--- src/rtl/instr_mem_loader.sv ---
// Program loader and 16-bit fetch port for the core's byte-wide instruction RAM.
// Optional macro LOADER_CHECKSUM_EN adds a trailing two's-complement checksum byte.
module instr_mem_loader #(
  parameter int ADDRESS_WIDTH = 3
) (
  input  logic                     clk,
  input  logic                     rst,
  input  logic                     start,
  input  logic [7:0]               in_data,
  input  logic                     in_valid,
  output logic                     in_ready,
  output logic                     core_hold,
  output logic                     load_done,
  output logic                     loaded,
  output logic                     load_err,
  input  logic [ADDRESS_WIDTH-1:0] fetch_addr,
  output logic [15:0]              fetch_data,
  output logic [1:0]               dbg_state
);

  localparam int DEPTH = 1 << ADDRESS_WIDTH;
  localparam logic [ADDRESS_WIDTH-1:0] LAST_ADDR = '1;
  localparam logic [ADDRESS_WIDTH-1:0] ADDR_ONE  = ADDRESS_WIDTH'(1);

  localparam logic [1:0] ST_IDLE  = 2'd0;
  localparam logic [1:0] ST_LOAD  = 2'd1;
  localparam logic [1:0] ST_CHECK = 2'd2;
  localparam logic [1:0] ST_DONE  = 2'd3;

`ifdef LOADER_CHECKSUM_EN
  localparam logic [1:0] ST_AFTER_DATA = ST_CHECK;
`else
  localparam logic [1:0] ST_AFTER_DATA = ST_DONE;
`endif

  logic [1:0]               state_q;
  logic [1:0]               state_d;
  logic [ADDRESS_WIDTH-1:0] cnt_q;
  logic [ADDRESS_WIDTH-1:0] fetch_addr_hi;
  logic [7:0]               mem [DEPTH];
  logic                     xfer;

  // Handshake: a byte moves on any rising edge where in_valid and in_ready are
  // both high; in_ready is high only in LOAD/CHECK and never depends on in_valid.
  assign in_ready      = (state_q == ST_LOAD) || (state_q == ST_CHECK);
  assign xfer          = in_valid && in_ready;
  assign load_done     = (state_q == ST_DONE);
  assign dbg_state     = state_q;
  assign fetch_addr_hi = fetch_addr + ADDR_ONE;

  always_comb begin
    state_d = state_q;
    case (state_q)
      ST_IDLE:  if (start) state_d = ST_LOAD;
      ST_LOAD:  if (xfer && (cnt_q == LAST_ADDR)) state_d = ST_AFTER_DATA;
      ST_CHECK: if (xfer) state_d = ST_DONE;
      ST_DONE:  state_d = ST_IDLE;
      default:  state_d = ST_IDLE;
    endcase
  end

  always_ff @(posedge clk) begin
    if (!rst) begin
      state_q    <= ST_IDLE;
      cnt_q      <= '0;
      core_hold  <= 1'b0;
      loaded     <= 1'b0;
      fetch_data <= 16'h0000;
    end else begin
      state_q    <= state_d;
      core_hold  <= (state_d == ST_LOAD) || (state_d == ST_CHECK);
      if ((state_q == ST_IDLE) && start)
        cnt_q <= '0;
      else if ((state_q == ST_LOAD) && xfer)
        cnt_q <= cnt_q + ADDR_ONE;
      if (state_q == ST_DONE)
        loaded <= 1'b1;
      fetch_data <= {mem[fetch_addr_hi], mem[fetch_addr]};
    end
  end

  // Contents survive reset so a core reset does not require a reload.
  always_ff @(posedge clk) begin
    if (rst && (state_q == ST_LOAD) && xfer)
      mem[cnt_q] <= in_data;
  end

`ifdef LOADER_CHECKSUM_EN
  logic [7:0] sum_q;
  logic       load_err_q;

  always_ff @(posedge clk) begin
    if (!rst) begin
      sum_q      <= 8'h00;
      load_err_q <= 1'b0;
    end else begin
      if ((state_q == ST_IDLE) && start)
        sum_q <= 8'h00;
      else if ((state_q == ST_LOAD) && xfer)
        sum_q <= sum_q + in_data;
      // A good checksum byte brings the running sum back to zero.
      if ((state_q == ST_CHECK) && xfer)
        load_err_q <= ((sum_q + in_data) != 8'h00);
    end
  end

  assign load_err = load_err_q;
`else
  assign load_err = 1'b0;
`endif

endmodule

--- config.mk ---
export PLATFORM = sky130hd
export DESIGN_NAME = instr_mem_loader
export DESIGN_NICKNAME = d
export VERILOG_FILES = /design/src/rtl/instr_mem_loader.sv
export SDC_FILE = /design/constraint.sdc
export NUM_CORES = 1
export LEC_CHECK = 0
export ABC_AREA = 1
export CAP_MARGIN = 20
export CORE_AREA = 2 2 85 87
export DETAILED_ROUTE_END_ITERATION = 6
export DIE_AREA = 0 0 87 89
export MAX_ROUTING_LAYER = met4
export PLACE_DENSITY = 0.83
export REMOVE_ABC_BUFFERS = 1
export SLEW_MARGIN = 20
export SYNTH_ARGS = -nofsm -noshare
export SYNTH_HDL_FRONTEND = slang
export SYNTH_SLANG_ARGS = --single-unit
--- constraint.sdc ---
create_clock -name clk -period 4.59 [get_ports clk]
set_clock_uncertainty 0.2 [all_clocks]
set_input_delay 0.459 -clock clk [delete_from_list [all_inputs] [get_ports clk]]
set_output_delay 0.459 -clock clk [all_outputs]
set_load 0.02 [all_outputs]
* Word level (Yosys, flattened, before mapping)
Memory sizes are Yosys's and may differ from the RTL's. A register that Yosys moved wholly into a read port is not among the register bits.
Cells that the tools add are included.
** Word-level totals
- Output and inout port bits :: 23
- Bits of input ports :: 15
- Logic and storage cells :: 32
- Bits in writable memories :: 64
- Memories :: 1
- Bits in registers :: 7
** Memory list
- mem :: depth 8, width 8, rd ports 2, clocked after memory_dff 2, write ports 1, line 40 : logic [7:0] mem [DEPTH];
** Operators by class
- Add/sub/neg operators :: 2
- Mux-type cells :: 6
- Reductions and logical operators :: 12
- Bitwise gates (word level) :: 1
- Equality and inequality tests :: 6
** Operators with widths (count)
- case mux 2 bit (4 select lines) :: 1
- adder 3 x 1 -> 3 bit, second input constant :: 2
- equality test 2 bit, second input constant :: 3
- logical AND 1 bit :: 6
- 2-to-1 mux 2 bit :: 3
- equality test 2 x 1 -> 1 bit, second input constant :: 2
- equality test 3 bit, second input constant :: 1
- zero test 1 bit :: 2
- zero test 2 bit :: 1
- logical OR 1 bit :: 2
- 2-to-1 mux 1 bit :: 2
- OR reduction 2 bit :: 1
- inverter 1 bit :: 1

* Longest topological paths before layout
Gate-level depths: netlist of the first run.
- Depth in word-level cells :: 8
- Depth in mapped cells :: 10
- Depth with buffers taken out :: 10

* Worst setup path before layout of the first run
No wires, ideal clock.
- Path type :: register -> register
- Start point :: reg state_q[0] (netlist: dbg_state[0])
- End point :: mem mem[7][0], enable pin
- Data arrival time :: 1.965 ns
- Period minus slack after synthesis :: 2.549 ns
- Path buffers :: 0
- Setup time :: 0.383 ns
- Path slack :: 2.041 ns
- Required time :: 4.007 ns
- Stages on the path, launching flop included :: 7
- Cells stage by stage :: dfxtp_1 > inv_1 > ha_1 > nand2_1 > inv_1 > nand3_1 > nor3_1
** Between the ends
- Word-level cells in the longest chain between the ends :: 6
- Elaborated cells on any way between the ends :: 8
- Classes of those cells :: eq/ne (2); mux (2); reduce/logical (4)
** Ends and longest elaborated chain
- start: declaration :: line 36 : logic [1:0] state_q;
- start signal: assignment :: line 70 : state_q <= state_d;
- equality test 2 x 1 -> 1 bit or equality test 2 bit (tied branches) :: line 45 : assign in_ready = (state_q == ST_LOAD) || (state_q == ST_CHECK);
- logical OR 1 bit * :: line 45
- net in_ready :: line 11 : output logic in_ready,
- logical AND 1 bit * :: line 46 : assign xfer = in_valid && in_ready;
- logical AND 1 bit * :: line 84 : if (rst && (state_q == ST_LOAD) && xfer)
- 2-to-1 mux 1 bit * :: line 84
- 2-to-1 mux 1 bit (not written as such) * :: line 85 : mem[cnt_q] <= in_data;
- end: declaration :: line 40
The timed path passes the listed nets; every way through them passes the cells marked *.

* Final worst setup path of the first run
- Start point :: reg state_q[0] (netlist: dbg_state[0])
- End point :: out in_ready
** Between the ends
- Word-level cells in the longest chain between the ends :: 2
- Elaborated cells on any way between the ends :: 3
- Classes of those cells :: eq/ne (2); reduce/logical (1)
** Ends and longest elaborated chain (line)
- equality test 2 x 1 -> 1 bit or equality test 2 bit (tied branches) :: 45
- logical OR 1 bit * :: 45
- end: declaration :: 11
Mark *: on every way between the ends. The rest lies on a longest branch, timed or not.

==> metrics.md, run 1 <==
| Metric | Value |
|---|---|
| Result of the run | `finished clean` |
| Design internal power | `1.36 mW` |
| Top-level I/O count | `38` |
| Drt first-iter violations | `roughly 320` |
| Endpoint type of the worst setup path | `output port` |
| Count of flip-flops with a built-in enable after synthesis | `64` |
| Via count of the routed design | `3077` |
| Maximum fanout encountered on the critical timing path | `6` |
| Worst-case setup margin in the final layout | `roughly 2.0 ns` |
| Post-synth design cell area | `a little over 4000 µm²` |
| Max rail drop VDD | `between 0.0003 and 0.0004 V` |
| Worst Path Arrival | `around 2 ns` |
| Total congestion overflow after global routing | `0` |
| Fraction of registers with async set or reset after synthesis | `0%` |
| Full die area | `slightly below 8000 µm²` |
| Core Area | `~6700 µm²` |
| Drt wl/cell | `16.4 µm` |
| Worst slew margin | `around a third` |
| Final wirelength | `around 8700 µm` |
| Final Instance Area | `about 4600 µm²` |
| Cts-stage hold buffer count | `0` |
| Post-route worst hold slack | `about 0.29 ns` |
| Cells after Synth | `between 400 and 500` |
| Number of flip-flops and latches in the synthesized netlist | `87` |
| Antenna cell count | `0` |
| Number of rows in the core area | `30` |
| # setup viols final | `0` |
| Static leakage | `around 1.8 nW` |
| Pins Over Slew Limit | `0` |
| Fraction of the yosys area taken by sequential cells | `just under 60%` |
| Largest buffer count on any clock path | `2` |
| Largest net degree at the start of global routing | `65` |
| Actual transition at the worst max-transition pin | `approximately 1.0 ns` |
| Part of the total power dissipated in sequential elements | `48.1%` |
| Data required time at the worst endpoint | `3.93 ns` |
| Total GRT Usage | `between 20% and 30%` |
| Clock Latency Late Sink | `roughly 0.34 ns` |
| Num CTS Buffers | `9` |
| Post-CTS resize count | `0` |
| # placed instances | `roughly 520` |
| Top cell type's share of synthesized area | `47.3%` |
| Post-route minimum period | `2.61 ns` |
| Origin of the worst setup path | `dbg_state[0]` |
| Number of max-cap violations | `0` |
| DRC | `0` |
| Vertical extent of the die | `about 90 µm` |
| Clock edge transition at the registers on the reported setup and hold paths | `~0.080 ns` |
| Total count of hold-check failures in the final report | `0` |
| Yosys Warn Count | `0` |
| RR Startpoint | `dbg_state[0]` |
| Count of cell types in the netlist | `21` |
| TritonCTS clock tree | `built` |
| Primary flip-flop cell chosen by synthesis mapping | `sky130_fd_sc_hd__edfxtp_1` |
| Top cell type by total area after synthesis | `sky130_fd_sc_hd__edfxtp_1` |
| First-pass GRT wire length | `14000 µm` |
| Net switching power | `0.529 mW` |
| Detailed placer's ending HPWL | `around 5500 µm` |
| Average size of a mapped cell | `a little under 10 µm²` |
| Hold Path Stages | `2` |
| Sum of negative setup slack | `0 ns` |
| Capture endpoint of the worst hold path | `loaded` |
| Cell with the most instances after synthesis | `sky130_fd_sc_hd__edfxtp_1` |
| PnR Total Power | `roughly 1.9 mW` |
| H-tree lvl count | `3` |
| Initial antenna violation count | `0` |
| Routed vias/inst | `~5.8` |
| Vias in the first global route | `~2900` |
| R2R setup slack | `just under 2 ns` |
| HP Class | `flip-flop to flip-flop` |
| Antenna-violating nets left | `0` |
| Number of nets in the finished design | `473` |
| Sw frac | `approximately 28%` |
| Clock sink total | `a little under 90` |
| Number of non-filler instances in the completed layout | `between 500 and 600` |
| Final period utilization | `a little under three fifths` |
| Unrepaired setup endpoints after global routing | `false` |
| Clock Tree Root | `sky130_fd_sc_hd__clkbuf_8` |
| Routability Congestion | `around 0.86` |
| Signed area change from the synthesized netlist to the final layout | `13.0%` |
| Combinational power share | `22.0%` |
| Effective utilization at floorplan | `about 60%` |
| Commonest cells in the synthesized netlist | `sky130_fd_sc_hd__edfxtp_1 (64), sky130_fd_sc_hd__nor2_1 (63), sky130_fd_sc_hd__nand2_1 (56), sky130_fd_sc_hd__inv_1 (41), sky130_fd_sc_hd__a21oi_1 (36)` |
| Detailed Routing Iterations Pass 1 | `6` |
| Post-detailed-placement cell area | `4370 µm²` |
| Worst Reg2Reg Path Length in Cells | `6` |
| Pre-CTS WS | `~1.8 ns` |
| Post-route core utilization | `68.3%` |
| Kind of critical path | `flip-flop to output port` |
| Startpoint of the most critical hold path | `loaded` |
| Post-CTS setup buffers | `0` |
| Critical Path Start Type | `flip-flop` |
| Clock group share of total power | `between 20% and 30%` |
| Count of input and output buffers | `36` |
| Total power divided by cell area | `approximately 410 nW/µm²` |
| DIE WIDTH | `between 80 and 90 µm` |
| Peak clock frequency supported by timing | `between 300 and 400 MHz` |
| Cells taking the most area after synthesis | `sky130_fd_sc_hd__edfxtp_1 (47%), sky130_fd_sc_hd__dfxtp_1 (11%), sky130_fd_sc_hd__nor2_1 (5.8%)` |
| Endpoint of the worst-slack reg-to-reg timing path | `mem[0][1]` |
| Share of post-route cells with drive strength above 1 | `5.52%` |
==> logic make-up (layout without fill, tap and decap cells) <==
family          after synthesis  count (layout)  synth area share [%]
fa+ha+maj                    10              10                  3.08
buf+inv                      67             101                  8.72
other cells                   1               1                0.0923
xor+xnor                      1               1                 0.678
flops                        87              87                  58.7
compound gates              113             113                  15.2
simple gates                140             140                  13.6
==> how the worst max path moves through the flow <==
stage | cells past startpoint | slack [ns] | to
3_5_place_dp | 9 | 1.76 | fetch_data[11]
5_1_grt | 6 | 1.81 | mem[1][0]
6_report | 3 | 1.98 | in_ready
4_1_cts | 3 | 1.96 | in_ready
3_3_place_gp | 6 | 1.82 | mem[0][5]
2_1_floorplan | 6 | 2.04 | mem[7][0]
==> flip-flops by register name, indices dropped and copies added (netlist names) <==
register and cells:
cnt_q 3, core_hold 1, mem 64, loaded 1, dbg_state 2, fetch_data 16
==> final cells by class <==
| type | instances | area, µm² |
|---|---|---|
| sequential | 87 | 2380 |
| fill | 499 | 2130 |
| multi-input combinational | 265 | 1330 |
| timing repair buffer | 42 | 400 |
| clock buffer | 14 | 184 |
| inverter | 43 | 161 |
| tap | 80 | 100 |
| clock inverter | 2 | 35.0 |
==> critical path, stage by stage (launching register included) <==
cell	delay [ns]
sky130_fd_sc_hd__dfxtp_1	0.45
sky130_fd_sc_hd__inv_1	0.15
sky130_fd_sc_hd__ha_1	0.38
sky130_fd_sc_hd__clkdlybuf4s50_1	0.63
==> metal layers <==
metal | part of all wire, % | up-vias | global-route usage, %
met4 | 2.0 | 0 | 8.66
met3 | 7.6 | 19 | 4.71
met5 | 0 | - | -
met1 | 40 | 1424 | 30.3
met2 | 50 | 150 | 41.8
li1 | - | 1484 | -
==> power by group through the flow <==
stage / combinational, mW / sequential (mW) / clock [mW]
after detailed placement: 0.411 / 0.925 / 0
after global placement: 0.396 / 0.923 / 0
final: 0.415 / 0.907 / 0.565
after floorplan: 0.215 / 0.955 / 0
after CTS: 0.414 / 0.907 / 0.569
after global routing: 0.462 / 0.913 / 0.603
==> placed cells by master, fill, tap and decap left out, drive strengths merged <==
cell type,count
edfxtp,64
nor2,63
nand2,56
o21ai,53
inv,43
a21oi,37
clkdlybuf4s50,35
dfxtp,23
nand3,19
o211ai,15
clkbuf,14
ha,10
o22ai,8
buf,7
nor3,2
xnor2,1
conb,1
bufinv,1
clkinv,1
Power figures use the tool's default switching activity.
==> run 2: changes to the inputs <==
Settings changed: CORE_AREA 2 2 85 87 to 2 2 93 95, DIE_AREA 0 0 87 89 to 0 0 95 97, PLACE_DENSITY 0.83 to 0.73.
Clock period 4.59 ns to 2.15 ns, I/O delays scaled along.
==> metrics.md, run 2 (synthesized netlist as in run 1, its figures left out) <==
| Metric | Value |
|---|---|
| Design internal power | `2.84 mW (was 1.36 mW)` |
| Regs by FF count | `mem x64, fetch_data x16, cnt_q x3 (unchanged)` |
| Cell type of the slowest stage on the worst timing path | `sky130_fd_sc_hd__clkdlybuf4s50_1 (unchanged)` |
| First-pass GRT wire length | `14300 µm (was 14000 µm)` |
| Vias in the first global route | `2922 (was 2897)` |
| Most common library cell in the layout ignoring fill and taps | `sky130_fd_sc_hd__edfxtp_1 (unchanged)` |
| Critical Path Sink | `load_done (was in_ready)` |
| Clock sink total | `87 (unchanged)` |
| Post-route minimum period | `between 2 and 2.5 ns` |
| Worst slew margin | `62.8% (was 33.5%)` |
| Final wirelength | `8870 µm (was 8730 µm)` |
| Combinational power share | `23.3% (was 22.0%)` |
| Detailed placer's ending HPWL | `5710 µm (was 5510 µm)` |
| Result of the run | `finished clean (unchanged)` |
| Top-level I/O count | `38 (unchanged)` |
| Critical path's top delay family | `buffers and inverters (unchanged)` |
| Routability Congestion | `0.846 (was 0.861)` |
| Leading cell types in the layout, fill and taps excluded | `sky130_fd_sc_hd__edfxtp_1 (64), sky130_fd_sc_hd__nor2_1 (63), sky130_fd_sc_hd__nand2_1 (56), sky130_fd_sc_hd__inv_1 (40), sky130_fd_sc_hd__a21oi_1 (36) (was sky130_fd_sc_hd__edfxtp_1 (64), sky130_fd_sc_hd__nor2_1 (63), sky130_fd_sc_hd__nand2_1 (56), sky130_fd_sc_hd__inv_1 (41), sky130_fd_sc_hd__a21oi_1 (36))` |
| Part of the total power dissipated in sequential elements | `48.2% (was 48.1%)` |
| Count of input and output buffers | `36 (unchanged)` |
| Cells along the critical path | `buf_4 -> ha_1 -> clkdlybuf4s50_1 (was inv_1 -> ha_1 -> clkdlybuf4s50_1)` |
| DIE WIDTH | `95 µm (was 87 µm)` |
| Critical Path Start Type | `flip-flop (unchanged)` |
| Origin of the worst setup path | `dbg_state[0] (unchanged)` |
| Cts-stage hold buffer count | `0 (unchanged)` |
| Clock edge transition at the registers on the reported setup and hold paths | `0.08 ns (about the same)` |
| RR Startpoint | `dbg_state[0] (unchanged)` |
| Antenna cell count | `0 (unchanged)` |
| Number of max-cap violations | `0 (unchanged)` |
| Worst Path Arrival | `1.63 ns (was 1.96 ns)` |
| Most flops, register | `mem (unchanged)` |
| Total power divided by cell area | `846 nW/µm² (was 411 nW/µm²)` |
| Actual transition at the worst max-transition pin | `0.558 ns (was 0.995 ns)` |
| Effective utilization at floorplan | `49.9% (was 60.4%)` |
| Core Area | `8130 µm² (was 6720 µm²)` |
| Largest net degree at the start of global routing | `45 (was 65)` |
| Antenna-violating nets left | `0 (unchanged)` |
| Post-detailed-placement cell area | `4520 µm² (was 4370 µm²)` |
| Worst Reg2Reg Path Length in Cells | `7 (was 6)` |
| Pins Over Slew Limit | `0 (unchanged)` |
| Met3 wire len | `830 µm (was 668 µm)` |
| Share of post-route cells with drive strength above 1 | `8.99% (was 5.52%)` |
| Endpoint type of the worst setup path | `output port (unchanged)` |
| Kind of critical path | `flip-flop to output port (unchanged)` |
| Met2 wire len | `4230 µm (was 4390 µm)` |
| M1 WL | `3690 µm (was 3500 µm)` |
| Final Instance Area | `4730 µm² (was 4590 µm²)` |
| Final period utilization | `a little over nine tenths` |
| Number of non-filler instances in the completed layout | `572 (was 533)` |
| Sum of buffers and inverters on the critical path | `2 (unchanged)` |
| TritonCTS clock tree | `built (unchanged)` |
| Sw frac | `29.1% (was 28.0%)` |
| Total congestion overflow after global routing | `0 (unchanged)` |
| DRC | `0 (unchanged)` |
| Total count of hold-check failures in the final report | `0 (unchanged)` |
| Data required time at the worst endpoint | `1.74 ns (was 3.93 ns)` |
| Drt wl/cell | `15.5 µm (was 16.4 µm)` |
| Vertical extent of the die | `97 µm (was 89 µm)` |
| H-tree lvl count | `3 (unchanged)` |
| PnR Total Power | `4.00 mW (was 1.89 mW)` |
| Number of nets in the finished design | `487 (was 473)` |
| Number of flip-flops in the largest register | `64 (unchanged)` |
| Num CTS Buffers | `9 (unchanged)` |
| Top routing layer in use | `met4 (unchanged)` |
| Endpoint of the worst-slack reg-to-reg timing path | `mem[7][1] (was mem[0][1])` |
| R2R setup slack | `0.23 ns (was 1.99 ns)` |
| Unrepaired setup endpoints after global routing | `false (unchanged)` |
| # setup viols final | `0 (unchanged)` |
| Clock Latency Late Sink | `0.35 ns (was 0.34 ns)` |
| Max rail drop VDD | `0.000879 V (was 0.000329 V)` |
| Full die area | `9220 µm² (was 7740 µm²)` |
| Via count of the routed design | `3124 (was 3077)` |
| Clock Tree Root | `sky130_fd_sc_hd__clkbuf_8 (unchanged)` |
| Signed area change from the synthesized netlist to the final layout | `16.5% (was 13.0%)` |
| Sum of negative setup slack | `0 ns (unchanged)` |
| Largest buffer count on any clock path | `2 (unchanged)` |
| Total GRT Usage | `21.2% (was 24.9%)` |
| Post-route core utilization | `58.1% (was 68.3%)` |
| Static leakage | `1.86 nW (was 1.80 nW)` |
| Clock group share of total power | `28.5% (was 29.9%)` |
| Drt first-iter violations | `294 (was 323)` |
| Initial antenna violation count | `0 (unchanged)` |
| Net switching power | `1.16 mW (was 0.529 mW)` |
| HP Class | `flip-flop to flip-flop (unchanged)` |
| Routed vias/inst | `5.46 (was 5.77)` |
| Peak clock frequency supported by timing | `approximately 490 MHz` |
| CP peak stage delay | `0.62 ns (was 0.63 ns)` |
| Number of rows in the core area | `33 (was 30)` |
| Cell count along the critical path | `3 (unchanged)` |
| Detailed Routing Iterations Pass 1 | `5 (was 6)` |
| Maximum fanout encountered on the critical timing path | `5 (was 6)` |
| # placed instances | `556 (was 517)` |
-- run 2: changes by cell type in the layout (fill, tap and decap cells not counted), sizes merged --
cell	change
dlygate4sd2	+1
inv	+1
clkinvlp	+2
buf	+14
clkbuf	-2
clkinv	-1
clkdlybuf4s50	-1
-- run 2: worst reg2reg max path, delay by kind of cell (launching register included) --
family	cells	cell delay (ns)
buf+inv	3	0.46
simple gates	3	0.44
flops	1	0.35
fa+ha+maj	1	0.17
-- run 2: area by class of cell --
cell class / instances / area, µm²
tap: 105 / 131
timing repair buffer: 56 / 517
sequential: 87 / 2380
multi-input combinational: 265 / 1340
inverter: 43 / 161
fill: 682 / 3400
clock buffer: 12 / 145
clock inverter: 4 / 53.8
-- run 2: per-layer routing --
metal | GRT usage (%) | up-vias
met5 | - | -
met2 | 32.8 | 150
met4 | 4.57 | 0
li1 | - | 1510
met1 | 27.9 | 1449
met3 | 6.00 | 15
-- run 2: what timing repair did --
item / 4_1_cts / 5_1_grt
endpoints found under the setup margin: 1 / 61
gates resized for setup: 1 / 3
cloned: 0 / 0
setup buffers: 0 / 0
-- run 2: worst min-delay path by stage --
stage / from / end / slack (ns) / cells past startpoint
detailed placement: loaded / loaded / 0.26 / 2
floorplan: in_data[0] / mem[0][0] / 0.11 / 0
CTS: loaded / loaded / 0.29 / 2
global placement: loaded / loaded / 0.26 / 2
finish: loaded / loaded / 0.29 / 2
global route: loaded / loaded / 0.32 / 2
-- run 2: through the flow --
| step | worst slack [ns] | hold slack, ns |
|---|---|---|
| floorplan | -0.399 | 0.114 |
| global placement | 0.126 | 0.264 |
| detailed placement | 0.0991 | 0.257 |
| CTS | 0.0791 | 0.291 |
| global route | 0.0164 | 0.324 |
| finish | 0.108 | 0.286 |
-- run 2: power groups by stage --
stage / sequential [mW] / clock (mW) / combinational, mW
2_1_floorplan: 2.04 / 0 / 0.460
3_3_place_gp: 1.96 / 0 / 0.893
3_5_place_dp: 1.96 / 0 / 0.906
4_1_cts: 1.93 / 1.16 / 0.903
5_1_grt: 1.94 / 1.24 / 1.06
6_report: 1.93 / 1.14 / 0.931
